--- config.mk ---
export PLATFORM = sky130hd
export DESIGN_NAME = sh4a_fetch_queue
export DESIGN_NICKNAME = d
export VERILOG_FILES = /design/src/rtl/sh4a_fetch_queue.sv
export SDC_FILE = /design/constraint.sdc
export NUM_CORES = 1
export LEC_CHECK = 0
export ABC_CLOCK_PERIOD_IN_PS = 7200
export CORE_MARGIN = 2
export CORE_UTILIZATION = 61
export CTS_CLUSTER_SIZE = 28
export DETAILED_ROUTE_END_ITERATION = 8
export PLACE_DENSITY = 0.85
export SETUP_SLACK_MARGIN = 0.15
export SYNTH_ARGS = -nofsm -noshare
export SYNTH_HDL_FRONTEND = slang
export SYNTH_SLANG_ARGS = --single-unit
--- constraint.sdc ---
create_clock -name clk -period 7.2 [get_ports clk]
set_clock_uncertainty 0.05 [all_clocks]
set_input_delay 1.8 -clock clk [delete_from_list [all_inputs] [get_ports clk]]
set_output_delay 1.8 -clock clk [all_outputs]
set_load 0.005 [all_outputs]
--- src/rtl/sh4a_fetch_queue.sv ---
// SH-4A instruction fetch queue: credit-limited word fetch from imem, halfword
// issue to decode with PC, and redirect flush that discards stale responses.
module sh4a_fetch_queue #(
  parameter int unsigned DEPTH    = 4,
  parameter logic [31:0] RESET_PC = 32'hA000_0000
) (
  input  logic        clk,
  input  logic        rst_n,
  input  logic        redirect_valid,
  input  logic [31:0] redirect_pc,
  output logic        imem_req_valid,
  output logic [31:0] imem_req_addr,
  input  logic        imem_req_ready,
  input  logic        imem_resp_valid,
  input  logic [31:0] imem_resp_data,
  output logic        insn_valid,
  output logic [15:0] insn,
  output logic [31:0] insn_pc,
  input  logic        insn_ready
);
  localparam int unsigned PW = (DEPTH > 1) ? $clog2(DEPTH) : 1;
  localparam int unsigned CW = $clog2(DEPTH + 1);
  localparam logic [CW:0] DEPTH_W = (CW+1)'(DEPTH);

  logic [31:0]   slot_data [DEPTH];
  logic [29:0]   slot_addr [DEPTH];
  logic          slot_skip [DEPTH];

  logic [PW-1:0] wr_ptr, rd_ptr;
  logic [CW-1:0] count, outstanding, discard;
  logic [CW-1:0] outstanding_nxt;
  logic [31:0]   fetch_pc;
  logic [29:0]   push_addr;
  logic          head_half, skip_first, run;

  logic          req_fire, push, pop, consume, eff_half;
  logic [CW:0]   credit_used;
  logic          unused_pc_bit;

  assign unused_pc_bit = redirect_pc[0];

  assign credit_used    = {1'b0, count} + {1'b0, outstanding};
  assign imem_req_valid = run && (credit_used < DEPTH_W);
  assign imem_req_addr  = fetch_pc;
  assign req_fire       = imem_req_valid && imem_req_ready;

  // A word pushed with the skip flag starts at its upper half, so the
  // effective half is the OR of the head pointer and the slot's flag.
  assign eff_half   = head_half | slot_skip[rd_ptr];
  assign insn_valid = (count != '0);
  assign insn       = insn_valid ? (eff_half ? slot_data[rd_ptr][31:16]
                                             : slot_data[rd_ptr][15:0]) : '0;
  assign insn_pc    = insn_valid ? {slot_addr[rd_ptr], eff_half, 1'b0} : '0;

  assign consume = insn_valid && insn_ready && !redirect_valid;
  assign pop     = consume && eff_half;
  assign push    = imem_resp_valid && (discard == '0) && !redirect_valid;

  assign outstanding_nxt = outstanding + CW'(req_fire) - CW'(imem_resp_valid);

  always_ff @(posedge clk) begin
    if (push) begin
      slot_data[wr_ptr] <= imem_resp_data;
      slot_addr[wr_ptr] <= push_addr;
      slot_skip[wr_ptr] <= skip_first;
    end
  end

  always_ff @(posedge clk or negedge rst_n) begin
    if (!rst_n) begin
      run         <= 1'b0;
      fetch_pc    <= RESET_PC;
      push_addr   <= RESET_PC[31:2];
      wr_ptr      <= '0;
      rd_ptr      <= '0;
      count       <= '0;
      outstanding <= '0;
      discard     <= '0;
      head_half   <= 1'b0;
      skip_first  <= 1'b0;
    end else begin
      run         <= 1'b1;
      outstanding <= outstanding_nxt;
      if (redirect_valid) begin
        wr_ptr     <= '0;
        rd_ptr     <= '0;
        count      <= '0;
        head_half  <= 1'b0;
        fetch_pc   <= {redirect_pc[31:2], 2'b00};
        push_addr  <= redirect_pc[31:2];
        skip_first <= redirect_pc[1];
        // Everything still in flight after this edge is stale, including a
        // request firing now; a response arriving now is already dropped.
        discard    <= outstanding_nxt;
      end else begin
        if (req_fire)
          fetch_pc <= fetch_pc + 32'd4;
        if (imem_resp_valid && (discard != '0))
          discard <= discard - 1'b1;
        if (push) begin
          wr_ptr     <= wr_ptr + 1'b1;
          push_addr  <= push_addr + 30'd1;
          skip_first <= 1'b0;
        end
        if (consume)
          head_half <= !eff_half;
        if (pop)
          rd_ptr <= rd_ptr + 1'b1;
        count <= count + CW'(push) - CW'(pop);
      end
    end
  end

endmodule

Word-level counts from Yosys, hierarchy flattened
Memory sizes are Yosys's and may differ from the RTL's.
Index checks and enable logic that the tools add are counted.
{ "op_classes": {"n_addsub": 10, "mux": 20, "order_cmp": 1, "reduce_logical": 18, "bitwise": 1} }
{ "ops": {"columns": ["cell", "n"], "rows": [
  ["$mux 32", 3],
  ["$mux 30", 2],
  ["$add 32x3->32 const B", 1],
  ["$mux 16", 2],
  ["$add 30x1->30 const B", 1],
  ["$reduce_bool 2->1", 5],
  ["$mux 3", 3],
  ["$logic_and 1x1->1", 8],
  ["$mux 2", 4],
  ["$add 3x1->3", 2],
  ["$mux 1", 6],
  ["$reduce_bool 3->1", 2],
  ["$sub 3x1->3", 2],
  ["$add 2x1->2 const B", 2],
  ["$add 3x3->4", 1],
  ["$lt 4x3->1 const B", 1],
  ["$logic_not 3->1", 1],
  ["$sub 3x1->3 const B", 1],
  ["$logic_not 1->1", 2],
  ["$or 1x1->1", 1]
]} }
{ "word_totals": {"input_bits": 70, "elab_cells": 63, "out_inout_bits": 82, "memories": 3, "regBits": 78, "mem_bits_rw": 252} }
{ "memory_table": {"columns": ["name", "depth", "width", "rd", "rd_ports_with_merged_regs", "write_ports", "line", "rtl"], "rows": [
  ["slot_data", 4, 32, 1, 0, 1, "25", "logic [31:0] slot_data [DEPTH];"],
  ["slot_addr", 4, 30, 1, 0, 1, "26", "logic [29:0] slot_addr [DEPTH];"],
  ["slot_skip", 4, 1, 1, 0, 1, "27", "logic slot_skip [DEPTH];"]
]} }

Logic depth before layout (Yosys ltp)
{ "depth": {"word_depth": 7, "ltp_mapped": 13, "depth_no_buf": 12} }

Worst setup path before layout
No wires, ideal clock.
{ "synth_path": {"path_type": "input -> register", "start": "input redirect_valid", "end": "memory slot_addr[3][0] (enable)", "arrival_time_ps": 4195, "cell_stages": 5, "setup_ps": 428, "path_slack_ps": 2527, "n_path_buf": 3, "required_ps": 6722, "cell_sequence": "clkbuf_1 -> inv_1 -> clkbuf_1 -> clkbuf_1 -> and3_1"} }
{ "synth_via": {"elab_chain_cells": 4} }
{ "synth_rtl": {"columns": ["element", "line", "rtl"], "rows": [
  ["start, declared", "9", "input logic redirect_valid,"],
  ["$logic_not 1->1", "57", "assign push = imem_resp_valid && (discard == '0) && !redirect_valid;"],
  ["$logic_and 1x1->1", "57", null],
  ["$mux 1", "62", "if (push) begin"],
  ["$mux 1 (not written as such)", "64", "slot_addr[wr_ptr] <= push_addr;"],
  ["end, declared", "26", null]
]} }
No other way between the ends.

Worst setup path after layout
{ "layout_path": {"start": "register rd_ptr[0]", "end": "output insn[10]"} }
{ "layout_via": {"elab_chain_cells": 4} }
{ "layout_rtl": {"columns": ["element", "line", "rtl"], "rows": [
  ["start, declared", "29", "logic [PW-1:0] wr_ptr, rd_ptr;"],
  ["start signal, assigned", "108", "rd_ptr <= rd_ptr + 1'b1;"],
  ["$mem_v2 4x1", null, null],
  ["$or 1x1->1", "49", "assign eff_half = head_half | slot_skip[rd_ptr];"],
  ["$mux 16 * (2 in a row)", "51", "assign insn = insn_valid ? (eff_half ? slot_data[rd_ptr][31:16]"],
  ["end, declared", "17", "output logic [15:0] insn,"]
]} }
Every way passes the cells marked *; elsewhere a longest branch is shown, timed or not.

==> impl_metrics.yaml <==
setup_path:
  critPathMaxFanout: 21
  reg2reg_from: "discard[0]"
  path_class: "reg2out"
  cp_slowest_cell: "dfrtp_4"
  r2r_setup_slack_ns: 4.11
  startpoint_type: "flip-flop"
  worstPathRequired_ns: 5.35
  critical_path_arrival_ns: 3.44
  cp_cell_sequence: "mux4_2 > nor2_2 > nand2_1 > a21oi_1 > clkdlybuf4s50_1"
  crit_path_max_incr_delay_ns: 0.71
  reg2reg_to: "slot_data[1][19]"
  worst-r2r-cell-count: 5
  end_kind: "output port"
placed_design:
  numPlacedInstances: 1305
  pre_cts_ws_ns: 2.35
  port_buffers: 147
  dpl.hpwl_mm: 19.1
  gp_congestion: 0.845
timing:
  fin_ws_ns: 1.91
  setup_viol: 0
  rsz0062_at_grt: "no"
  slew_headroom_pct: 30.0
  maxSlewViolCount: 0
  period_share_pct: 73.5
  worst_pin_slew_ns: 1.05
  max_freq_mhz: 189
  period_needed_ns: 5.29
  fin_tns_setup_ns: 0
  report.final.hold_viol_count: 0
clock_tree:
  clk_pin_slew_ns: 0.06
  post-cts-setup-buffers: 0
  hold_buffers: 0
  cts_buffers: 34
  cts_tree: "built"
  worstSkewPairLatency_ns: 0.51
  cts_max_level: 2
  cts_buffer_depth: 3
  root_buffer: "clkbuf_16"
  cts_resized: 0
  cts.sinks: 328
min_path:
  worstHoldEndpoint: "outstanding[0]"
  hold_class: "reg2reg"
  worstHoldStart: "outstanding[0]"
  whs_path_depth: 1
detailed_routing:
  final_antenna_net_count: 0
  viasPerCell: 6.45
  drcViolationCount: 0
  wirelength_mm: 31.5
  routedWlPerCell_um: 23.0
  vias: 8824
  drtIter0Drc: 853
  first_pass_iters: 5
synthesis:
  synth_seq_area_share_pct: 67.1
  synth_edf_count: 252
  yosysWarnings: 0
  synth_flop_cell: "edfxtp_1"
  synth_cell_types: 56
  synthArstFlopShare_pct: 23.2
  syn_area_sq_um: 14100
  synth_cells: 913
  ys_seq_elements: 328
  avgSynthCellArea_sq_um: 15.5
cells_and_area:
  syn_to_final_growth_pct: 19.8
  nets: 1142
  final_cells: 1369
  drive_gt1_share_pct: 13.8
  layout_common_cells: "edfxtp_1, clkdlybuf4s50_1, dfrtp_1, mux4_2, nand2_1"
  final_common_cell: "edfxtp_1"
  fin_util_pct: 74.5
outcome:
  outcome: "finished, final reports clean"
floorplanning:
  initial_utilization_pct: 62.2
  pin_count: 152
  rows: 55
  die_area_sq_um: 24400
  die_height_um: 156
  fp.dieW_um: 156
  core_area_sq_um: 22700
job:
  max-cap-violations: 0
grt:
  antenna_found_initial: 2
  grt_pass1_vias: 8847
  grt_use_total_pct: 26.4
  overflow: 0
  grt_start_max_net_pins: 77
  grt_pass1_wl_mm: 48.8
power_and_ir_drop:
  powerDensity_nw_per_um2: 289
  irDropWorstVdd_mv: 0.149
  design_power_total_mw: 4.88
  p_leak_nw: 5.76
[worst max-delay path: cells and delay by family, from the launching register on]
family	cells	cell delay, ns
compound gates	1	0.23
buf+inv	1	0.54
flops	1	0.71
mux	1	0.61
simple gates	2	0.83
[cell usage after synthesis, drive strengths merged (2+ instances only)]
| master | count | area [sq um] |
|---|---|---|
| mux2i | 2 | 20.0 |
| mux2 | 10 | 113 |
| and2 | 33 | 206 |
| a221oi | 2 | 17.5 |
| o31ai | 9 | 67.6 |
| buf | 22 | 134 |
| dfrtp | 72 | 1800 |
| nor3 | 24 | 120 |
| and3 | 22 | 138 |
| a31oi | 10 | 62.6 |
| nand2b | 6 | 37.5 |
| edfxtp | 252 | 7570 |
| nor2 | 44 | 168 |
| o31a | 10 | 87.6 |
| or3 | 5 | 31.3 |
| nor4 | 13 | 81.3 |
| nand4 | 18 | 113 |
| nor3b | 2 | 15.0 |
| a211oi | 22 | 165 |
| o21ai | 10 | 50.1 |
| clkbuf | 30 | 113 |
| xnor2 | 18 | 158 |
| nor2b | 8 | 50.1 |
| a21oi | 26 | 130 |
| o311a | 4 | 40.0 |
| fa | 2 | 40.0 |
| conb | 2 | 7.51 |
| mux4 | 63 | 1420 |
| inv | 20 | 75.1 |
| and4 | 20 | 175 |
| nand2 | 58 | 218 |
| or4 | 8 | 60.1 |
| a311oi | 6 | 52.6 |
| dfstp | 4 | 105 |
| xor2 | 6 | 52.6 |
| a21o | 2 | 15.0 |
| nand3 | 22 | 120 |
| or2 | 2 | 12.5 |
| ha | 14 | 175 |
[routing by layer]
metal  track usage, %  part of all wire, %
met3             4.69                  7.2
met1             34.9                   40
met2             45.6                   51
met5                0                    0
met4             7.21                  1.8
[power breakdown]
| part | internal, mW | switching [mW] | leakage [nW] |
|---|---|---|---|
| Clock | 1.06 | 0.680 | 0.552 |
| Sequential | 2.17 | 0.126 | 3.15 |
| Combinational | 0.446 | 0.405 | 2.06 |
[cells by family (layout without fill, tap and decap cells)]
logic type / count (synthesis) / after routing / synth area share [%]
AND/OR/NAND/NOR: 290 / 290 / 11.4
XOR/XNOR: 24 / 24 / 1.49
buffers and inverters: 72 / 239 / 2.28
adder cells (fa/ha/maj): 16 / 16 / 1.52
flip-flops: 328 / 328 / 67.1
other: 2 / 6 / 0.0532
AO/OA/AOI/OAI: 106 / 106 / 5.17
multiplexers: 75 / 75 / 11.0
[flip-flops by register name, summed over array words and instances (netlist names)]
register / count
imem_req_addr: 30
slot_data: 128
wr_ptr: 2
run: 1
slot_skip: 4
skip_first: 1
slot_addr: 120
rd_ptr: 2
count: 3
outstanding: 3
push_addr: 30
discard: 3
head_half: 1
[final cells by class]
cell class	instances	area (sq um)
Antenna cell	2	5.00
Tap cell	285	357
Multi-Input combinational cell	515	4340
Inverter	20	75.1
Timing Repair Buffer	157	1540
Fill cell	1341	5790
Sequential cell	328	9480
Clock buffer	52	1030
Clock inverter	10	93.8
[metrics by stage]
| step | instance area, sq um | hold slack, ns |
|---|---|---|
| 6_report | 16900 | 0.484 |
| 5_1_grt | 16900 | 0.500 |
| 4_1_cts | 16900 | 0.475 |
| 3_5_place_dp | 15800 | 0.460 |
| 3_3_place_gp | 15800 | 0.450 |
| 2_1_floorplan | 14100 | 0.426 |
[worst max-delay path by stage]
stage / startpoint / to / slack, ns / cells past startpoint
2_1_floorplan: redirect_valid / slot_addr[3][0] / 2.53 / 5
3_3_place_gp: imem_resp_valid / slot_addr[2][23] / 2.42 / 4
3_5_place_dp: imem_resp_valid / slot_data[1][20] / 2.35 / 4
4_1_cts: rd_ptr[0] / insn[10] / 1.82 / 5
5_1_grt: rd_ptr[0] / insn[10] / 1.66 / 5
6_report: rd_ptr[0] / insn[10] / 1.91 / 5
No activity file was read; power rests on OpenSTA's default activity.
